## config.mk

```make
export PLATFORM = sky130hd
export DESIGN_NAME = stack_seq_controller_flat
export DESIGN_NICKNAME = d
export VERILOG_FILES = /design/src/rtl/stack_seq_controller_if.sv /design/src/rtl/stack_seq_controller.sv /design/src/flat_wrapper.sv
export SDC_FILE = /design/constraint.sdc
export NUM_CORES = 1
export LEC_CHECK = 0
export BUFFER_PORTS_ARGS = -buffer_cell sky130_fd_sc_hd__buf_2
export CAP_MARGIN = 20
export CORE_ASPECT_RATIO = 0.6
export CORE_MARGIN = 2
export CORE_UTILIZATION = 54
export DETAILED_ROUTE_END_ITERATION = 8
export GPL_ROUTABILITY_DRIVEN = 0
export PLACE_DENSITY = 0.8
export SLEW_MARGIN = 20
export SYNTH_ARGS = -nofsm -noshare
export SYNTH_HDL_FRONTEND = slang
export SYNTH_SLANG_ARGS = --single-unit
```

## constraint.sdc

```tcl
create_clock -name CLK -period 2.95 [get_ports CLK]
set_input_delay 0.1475 -clock CLK [delete_from_list [all_inputs] [get_ports CLK]]
set_output_delay 0.1475 -clock CLK [all_outputs]
set_load 0.01 [all_outputs]
```

## src/rtl/stack_seq_controller_if.sv

```systemverilog
// Stack sequencer bus: execute-stage request side plus the data-memory
// port and the stack-pointer control outputs.
// The sequencer uses the master modport; the execute stage, memory and
// stack-pointer block together form the slave side.
interface stack_seq_controller_if;
  // Request from execute stage
  logic        Req;
  logic [1:0]  ReqOp;
  logic [31:0] ReqData;
  logic [31:0] SPValue;
  logic        Ready;
  logic        Stall;

  // Data-memory port
  logic        MemReq;
  logic        MemWrite;
  logic [31:0] MemAddr;
  logic [15:0] MemWData;
  logic        MemAck;
  logic [15:0] MemRData;

  // Stack-pointer block controls and completion status
  logic [1:0]  SP_OP;
  logic        SPEnable;
  logic [31:0] PopData;
  logic        Done;
  logic        StackErr;

  modport master (
    input  Req, ReqOp, ReqData, SPValue, MemAck, MemRData,
    output Ready, Stall, MemReq, MemWrite, MemAddr, MemWData,
           SP_OP, SPEnable, PopData, Done, StackErr
  );

  modport slave (
    output Req, ReqOp, ReqData, SPValue, MemAck, MemRData,
    input  Ready, Stall, MemReq, MemWrite, MemAddr, MemWData,
           SP_OP, SPEnable, PopData, Done, StackErr
  );
endinterface

```

## src/rtl/stack_seq_controller.sv

```systemverilog
// stack_seq_controller: sequences PUSH16/POP16/PUSH32/POP32 requests into
// 16-bit memory transactions on a down-growing stack and pulses the
// stack-pointer block once per acknowledged word.
// Optional feature: define STACK_BOUND_CHECK_EN to reject requests whose
// word range falls outside [SP_LIMIT, SP_TOP]; such requests finish
// immediately with Done and StackErr and touch neither memory nor SP.
module stack_seq_controller #(
  parameter logic [31:0] SP_TOP   = 32'h0000_0FFF,
  parameter logic [31:0] SP_LIMIT = 32'h0000_0800
) (
  input  logic                   CLK,
  input  logic                   Reset,
  stack_seq_controller_if.master bus
);

  // ReqOp encoding: bit 0 = pop, bit 1 = 32-bit
  localparam logic [1:0] SPOP_HOLD = 2'b00;
  localparam logic [1:0] SPOP_DEC  = 2'b01;
  localparam logic [1:0] SPOP_INC  = 2'b10;

  typedef enum logic [1:0] {
    IDLE  = 2'd0,
    XFER0 = 2'd1,
    XFER1 = 2'd2,
    DONE  = 2'd3
  } state_t;

  state_t      state_reg;

  // Request latched at accept; addresses come from base_reg only, so a
  // moving SPValue during the operation cannot skew the second word.
  logic [1:0]  op_reg;
  logic [31:0] data_reg;
  logic [31:0] base_reg;

  // Registered outputs
  logic        ready_reg;
  logic        stall_reg;
  logic        mem_req_reg;
  logic        mem_write_reg;
  logic [31:0] mem_addr_reg;
  logic [15:0] mem_wdata_reg;
  logic [31:0] pop_data_reg;
  logic        done_reg;
  logic        err_reg;

  logic        mem_fire;
  logic        range_err;

  // Address of word k: push walks down from Base, pop starts one above Base.
  function automatic logic [31:0] word_addr(input logic [31:0] base,
                                            input logic        is_pop,
                                            input logic        second);
    if (is_pop)
      word_addr = base + 32'd1 + {31'd0, second};
    else
      word_addr = base - {31'd0, second};
  endfunction

  // A word completes when the memory acknowledges an outstanding request.
  // Reset masks it so an interrupted op never moves SP on the reset edge.
  assign mem_fire = mem_req_reg & bus.MemAck & ~Reset;

`ifdef STACK_BOUND_CHECK_EN
  // Range check on the live request, evaluated in 33 bits so that
  // Base-1 or Base+2 cannot wrap around the address space.
  always_comb begin
    range_err = 1'b0;
    if (bus.ReqOp[0])
      range_err = ({1'b0, bus.SPValue} + (bus.ReqOp[1] ? 33'd2 : 33'd1))
                  > {1'b0, SP_TOP};
    else
      range_err = {1'b0, bus.SPValue}
                  < ({1'b0, SP_LIMIT} + (bus.ReqOp[1] ? 33'd1 : 33'd0));
  end
`else
  logic unused_bound_params;
  assign range_err           = 1'b0;
  assign unused_bound_params = ^{SP_TOP, SP_LIMIT};
`endif

  // Sequencer FSM: accept, one or two memory words, one-cycle completion.
  always_ff @(posedge CLK) begin
    if (Reset) begin
      state_reg     <= IDLE;
      op_reg        <= 2'b00;
      data_reg      <= 32'd0;
      base_reg      <= 32'd0;
      ready_reg     <= 1'b1;
      stall_reg     <= 1'b0;
      mem_req_reg   <= 1'b0;
      mem_write_reg <= 1'b0;
      mem_addr_reg  <= 32'd0;
      mem_wdata_reg <= 16'd0;
      pop_data_reg  <= 32'd0;
      done_reg      <= 1'b0;
      err_reg       <= 1'b0;
    end else begin
      // Completion flags are single-cycle pulses
      done_reg <= 1'b0;
      err_reg  <= 1'b0;

      case (state_reg)
        IDLE: begin
          if (bus.Req) begin
            op_reg    <= bus.ReqOp;
            data_reg  <= bus.ReqData;
            base_reg  <= bus.SPValue;
            ready_reg <= 1'b0;
            stall_reg <= 1'b1;
            if (range_err) begin
              state_reg <= DONE;
              done_reg  <= 1'b1;
              err_reg   <= 1'b1;
            end else begin
              state_reg     <= XFER0;
              mem_req_reg   <= 1'b1;
              mem_write_reg <= ~bus.ReqOp[0];
              mem_addr_reg  <= word_addr(bus.SPValue, bus.ReqOp[0], 1'b0);
              // PUSH32 sends the high half first so it lands at the higher address
              if (!bus.ReqOp[0])
                mem_wdata_reg <= bus.ReqOp[1] ? bus.ReqData[31:16]
                                              : bus.ReqData[15:0];
            end
          end
        end

        XFER0: begin
          if (mem_req_reg && bus.MemAck) begin
            if (op_reg[0]) begin
              // First popped word is the low half (or the whole POP16 value)
              if (op_reg[1])
                pop_data_reg[15:0] <= bus.MemRData;
              else
                pop_data_reg <= {16'd0, bus.MemRData};
            end
            if (op_reg[1]) begin
              // Second word issued back-to-back; MemReq stays high
              state_reg    <= XFER1;
              mem_addr_reg <= word_addr(base_reg, op_reg[0], 1'b1);
              if (!op_reg[0])
                mem_wdata_reg <= data_reg[15:0];
            end else begin
              state_reg   <= DONE;
              mem_req_reg <= 1'b0;
              done_reg    <= 1'b1;
            end
          end
        end

        XFER1: begin
          if (mem_req_reg && bus.MemAck) begin
            if (op_reg[0])
              pop_data_reg[31:16] <= bus.MemRData;
            state_reg   <= DONE;
            mem_req_reg <= 1'b0;
            done_reg    <= 1'b1;
          end
        end

        DONE: begin
          state_reg <= IDLE;
          ready_reg <= 1'b1;
          stall_reg <= 1'b0;
        end

        default: begin
          state_reg <= IDLE;
          ready_reg <= 1'b1;
          stall_reg <= 1'b0;
        end
      endcase
    end
  end

  // Output mapping; SP controls follow MemAck within the same cycle.
  assign bus.Ready    = ready_reg;
  assign bus.Stall    = stall_reg;
  assign bus.MemReq   = mem_req_reg;
  assign bus.MemWrite = mem_write_reg;
  assign bus.MemAddr  = mem_addr_reg;
  assign bus.MemWData = mem_wdata_reg;
  assign bus.PopData  = pop_data_reg;
  assign bus.Done     = done_reg;
  assign bus.StackErr = err_reg;
  assign bus.SPEnable = mem_fire;
  assign bus.SP_OP    = mem_fire ? (mem_write_reg ? SPOP_DEC : SPOP_INC)
                                 : SPOP_HOLD;

endmodule

```

## src/flat_wrapper.sv

```systemverilog
// flat-port wrapper written by rule: the top's interface ports become plain ports
module stack_seq_controller_flat 
#(
  parameter logic [31:0] SP_TOP   = 32'h0000_0FFF,
  parameter logic [31:0] SP_LIMIT = 32'h0000_0800
)
  (CLK, Reset, bus_Req, bus_ReqOp, bus_ReqData, bus_SPValue, bus_MemAck, bus_MemRData, bus_Ready, bus_Stall, bus_MemReq, bus_MemWrite, bus_MemAddr, bus_MemWData, bus_SP_OP, bus_SPEnable, bus_PopData, bus_Done, bus_StackErr);
  stack_seq_controller_if bus_i ();
  input  logic CLK;
  input  logic Reset;
  input wire logic [$bits(bus_i.Req)-1:0] bus_Req;
  input wire logic [$bits(bus_i.ReqOp)-1:0] bus_ReqOp;
  input wire logic [$bits(bus_i.ReqData)-1:0] bus_ReqData;
  input wire logic [$bits(bus_i.SPValue)-1:0] bus_SPValue;
  input wire logic [$bits(bus_i.MemAck)-1:0] bus_MemAck;
  input wire logic [$bits(bus_i.MemRData)-1:0] bus_MemRData;
  output wire logic [$bits(bus_i.Ready)-1:0] bus_Ready;
  output wire logic [$bits(bus_i.Stall)-1:0] bus_Stall;
  output wire logic [$bits(bus_i.MemReq)-1:0] bus_MemReq;
  output wire logic [$bits(bus_i.MemWrite)-1:0] bus_MemWrite;
  output wire logic [$bits(bus_i.MemAddr)-1:0] bus_MemAddr;
  output wire logic [$bits(bus_i.MemWData)-1:0] bus_MemWData;
  output wire logic [$bits(bus_i.SP_OP)-1:0] bus_SP_OP;
  output wire logic [$bits(bus_i.SPEnable)-1:0] bus_SPEnable;
  output wire logic [$bits(bus_i.PopData)-1:0] bus_PopData;
  output wire logic [$bits(bus_i.Done)-1:0] bus_Done;
  output wire logic [$bits(bus_i.StackErr)-1:0] bus_StackErr;
  assign bus_i.Req = bus_Req;
  assign bus_i.ReqOp = bus_ReqOp;
  assign bus_i.ReqData = bus_ReqData;
  assign bus_i.SPValue = bus_SPValue;
  assign bus_i.MemAck = bus_MemAck;
  assign bus_i.MemRData = bus_MemRData;
  assign bus_Ready = bus_i.Ready;
  assign bus_Stall = bus_i.Stall;
  assign bus_MemReq = bus_i.MemReq;
  assign bus_MemWrite = bus_i.MemWrite;
  assign bus_MemAddr = bus_i.MemAddr;
  assign bus_MemWData = bus_i.MemWData;
  assign bus_SP_OP = bus_i.SP_OP;
  assign bus_SPEnable = bus_i.SPEnable;
  assign bus_PopData = bus_i.PopData;
  assign bus_Done = bus_i.Done;
  assign bus_StackErr = bus_i.StackErr;
  stack_seq_controller #(.SP_TOP(SP_TOP), .SP_LIMIT(SP_LIMIT)) u_core (.CLK(CLK), .Reset(Reset), .bus(bus_i));
endmodule
```

# After elaboration in Yosys (flattened, before gate mapping)
# Cells that the tools add are included.
# classes
add_sub_neg	4
eq_ne	12
muxes	38
n_bitwise	4
reduce_logical	14
# op_table
cell	count
$mux W32	7
$mux W16	9
$add A32 B1 Y32 const B	3
$pmux W16 S2	2
$pmux W32 S2	1
$sub A32 B1 Y32 const B	1
$reduce_and A6 Y1	2
$mux W2	5
$ne A2 B1 Y1 const B	5
$mux W1	9
$ne A2 B2 Y1 const B	4
$pmux W2 S4	1
$pmux W1 S2	3
$reduce_and A3 Y1	2
$reduce_bool A2 Y1	3
$reduce_and A5 Y1	1
$eq A2 B2 Y1 const B	2
$reduce_and A2 Y1	2
$reduce_and A4 Y1	1
$pmux W1 S3	1
$reduce_bool A3 Y1	1
$and A1 B1 Y1	2
$eq A2 B1 Y1 const B	1
$logic_not A2 Y1	1
2 further kinds	3
# word_totals
register_bits	137
input_bits	86
output_inout_bits	89
word_cells	85

# Logic depth before layout (Yosys ltp)
# depth
ltp_word	6
ltp_mapped	11

# Least setup slack after synthesis
# No wires, ideal clock.
# synth_timing
path_type	register -> register
start	reg u_core.state_reg[0]
end	reg u_core.mem_wdata_reg[1], in the netlist u_core.bus.MemWData[1]
setup_ns	0.128
arrival_ns	2.047
t_required_ns	2.822
setup_slack_ns	0.775
stages_incl_launch_ff	12
n_path_buf	3
period_less_slack_ns	2.175
path_cell_list	dfxtp_1 inv_1 ha_1 clkbuf_1 nor2b_1 a211o_1 clkbuf_1 a221o_1 clkbuf_1 nor2_1 a21oi_1 nor2_1
# synth_via
elab_chain_cells	3
word_cells_on_any_way	10
cone_classes	6 x eq/ne; 1 x mux; 3 x reduce/logical
# synth_lines
item	line	rtl
start: declaration	stack_seq_controller.sv:28	state_t state_reg;
start signal: assignment	stack_seq_controller.sv:85	state_reg <= IDLE;
start signal: assignment	stack_seq_controller.sv:112	state_reg <= DONE;
start signal: assignment	stack_seq_controller.sv:116	state_reg <= XFER0;
$eq A2 B1 Y1 or $logic_not A2 Y1 (tied branches)	stack_seq_controller.sv:103	case (state_reg)
$ne A2 B2 Y1 (no line) (tied with other cells)	--	
$reduce_and A6 Y1 (no line)	--	
end signal: assignment	stack_seq_controller.sv:122	mem_wdata_reg <= bus.ReqOp[1] ? bus.ReqData[31:16]
end signal: assignment	stack_seq_controller.sv:142	mem_wdata_reg <= data_reg[15:0];
end: declaration	stack_seq_controller.sv:42	logic [15:0] mem_wdata_reg;
# Several ways; a longest one is shown, not always the timed one.
# A chain may end at the register's enable or synchronous reset.

# Worst setup path in the final report
# layout_timing
start	reg u_core.state_reg[1]
end	reg u_core.mem_wdata_reg[2], in the netlist u_core.bus.MemWData[2]
# The elaborated chain is that of the path after synthesis.

==> flow_metrics.tcl <==
set metrics [dict create \
    initial_core_util_pct 56.0 \
    p_leak_uw 0.00379 \
    hold_viol 0 \
    vias_per_cell 5.80 \
    busiest_layer "met2" \
    post-route-period-util_pct 86.6 \
    pwr-share-clk_pct 26.1 \
    syn-cell-area_um2 7290 \
    antenna_found_initial 0 \
    p_int_uw 5000 \
    wire_per_inst_um 16.9 \
    finalWirelength_um 22100 \
    period_minus_slack_ps 2550 \
    path_clk_slew_ps 70 \
    r2r_setup_slack_ps 400 \
    swShare_pct 42.1 \
    synth_cell_types 66 \
    core_um2 13000 \
    synthCells 963 \
    slew_headroom_pct 29.0 \
    power_frac_seq_pct 31.0 \
    die_area_um2 14500 \
    final.setup.tns_ps 0 \
    nets 1222 \
    grt_first_pass_wirelength_um 35700 \
    dp_hpwl_um 15100 \
    async_flop_share_pct 0 \
    cts_tree "yes" \
    die_w_um 154 \
    grt_pass1_vias 6906 \
    rows 32 \
    cts-buffers-inserted 17 \
    grt_use_total_pct 30.7 \
    area_growth_pct 25.0 \
    grt_setup_unrepaired "false" \
    grt_max_degree 65 \
    htreeDepth 4 \
    pin_count 175 \
    p_per_area_nw_per_um2 948 \
    root_buffer "clkbuf_16" \
    final.setup_skew_ps 10.5 \
    worstPathMaxFanout 32 \
    layout_commonest_cell "nand2_1" \
    p_switching_uw 3640 \
    power_frac_comb_pct 42.9 \
    use_met1_pct 44.5 \
    ctsResizeCount 0 \
    final_layout_size_suffix_gt1_share_pct 21.0 \
    num_vias 7598 \
    diodes 0 \
    required_ps 3240 \
    ant_nets 0 \
    clockBufferDepth 2 \
    worst_pin_slew_ps 1060 \
    worst_setup_path_end_kind "flip-flop" \
    crit_type "reg2reg" \
    yosysWarnings 0 \
    first_pass_iters 5 \
    hold_class "in2reg" \
    drv_slew 0 \
    ir_worst_vdd_mv 0.480 \
    ys_ff_latch 137 \
    post-place-ws_ps 448 \
    port_buffers 173 \
    gr-usage-met2_pct 45.0 \
    cts.sinks 137 \
    overflow 0 \
    synth_fp_nets 1058 \
    met3_usage_pct 8.49 \
    setup_viol_count_final 0 \
    worst_slack_ps 395 \
    ys.flop_type "dfxtp_1" \
    outcome "completed" \
    clk_latency_ps 420 \
    drc 0 \
    die_h_um 94.0 \
    critPathLaunchType "flip-flop" \
    initialDrtViolationCount 672 \
    synth_edf_count 0 \
    maxCapViolations 0 \
    most-common-layout-cells "nand2_1 (183), buf_2 (172), dfxtp_1 (137)" \
    avgSynthCellArea_um2 7.57 \
    arrival_ps 2850 \
    seq_area_frac_synth_pct 37.6 \
    max_freq_mhz 391 \
]
per-stage QoR:
step                std cells  area (µm²)  utilization, %  total power (µW)  hold WS (ps)
floorplan                 963        7290               -              5170           283
global placement         1246        8180            62.9              6210           402
detailed placement       1246        8180            62.9              6270           408
CTS                      1309        9110            70.0              8580          1.98
global route             1309        9110            70.0              9140          6.87
finish                   1309        9110            70.0              8640          9.12
critical path, cell delays in order, from the launching register on:
cell     delay (ps)
dfxtp_1         350
inv_1           100
ha_1            290
nor2b_1         350
a211o_1         170
a221o_1         820
nor2_1          130
a21oi_1         160
nor2_1           50
Yosys cell counts, drive strengths merged, types with 8 or more instances:
| cell | instances | area [µm²] |
|---|---|---|
| a211oi | 9 | 72.6 |
| nand3 | 38 | 190 |
| nor4 | 11 | 114 |
| dfxtp | 137 | 2740 |
| buf | 11 | 72.6 |
| or3 | 8 | 50.1 |
| clkbuf | 64 | 240 |
| nand2 | 184 | 693 |
| nor3 | 19 | 105 |
| and3 | 10 | 65.1 |
| xor2 | 27 | 236 |
| mux2i | 25 | 250 |
| nand4 | 21 | 131 |
| xnor2 | 30 | 263 |
| inv | 9 | 33.8 |
| a21oi | 135 | 676 |
| and2 | 13 | 81.3 |
| ha | 9 | 113 |
| o21ai | 16 | 80.1 |
| nor2 | 106 | 398 |
per-layer routing:
metal	share of wire, %	up-vias
li1	-	3661
met1	46	3509
met2	42	400
met3	11	28
met4	0.88	0
met5	0	-
final cells by class:
type / count / area, µm²
multi-input combinational: 742 / 4210
fill: 1089 / 3900
sequential: 137 / 2740
timing repair buffer: 220 / 1300
clock buffer: 17 / 425
tap: 170 / 213
clock inverter: 14 / 189
inverter: 9 / 33.8
power by group through the flow:
stage	Clock, µW	Combinational [µW]	Sequential (µW)
3_3_place_gp	0	3530	2680
2_1_floorplan	0	2470	2700
4_1_cts	2270	3650	2660
5_1_grt	2350	4060	2730
6_report	2260	3710	2670
3_5_place_dp	0	3580	2690
final timing paths:
kind / start / to / cells after the start
setup / recovery: u_core.state_reg[1]$_SDFFE_PP0P_ / u_core.bus.MemWData[2]$_SDFFE_PP0P_ / 8
hold / removal: bus_SPValue[22] / u_core.base_reg[22]$_SDFFE_PP0P_ / 3
setup reg to reg: u_core.state_reg[1]$_SDFFE_PP0P_ / u_core.bus.MemWData[2]$_SDFFE_PP0P_ / 8
hold reg to reg: u_core.bus.PopData[6]$_SDFFE_PP0P_ / u_core.bus.PopData[6]$_SDFFE_PP0P_ / 2
cells by family after synthesis:
| kind of cell | after synthesis | share of synthesized area (%) |
|---|---|---|
| DFF | 137 | 37.6 |
| and+or+nand+nor | 437 | 27.9 |
| xor gates and xnor gates | 57 | 6.85 |
| muxes | 25 | 3.43 |
| other | 1 | 0.0514 |
| adders and majority gates | 9 | 1.54 |
| buffers and inverters | 84 | 4.75 |
| AOI/OAI and AO/OA | 213 | 17.9 |
what timing repair did:
action                                 4_1_cts  5_1_grt
endpoints found under the hold margin       40        0
hold buffers                                32        0
buffers inserted                             0        0
(Power assumes the default switching activity.)
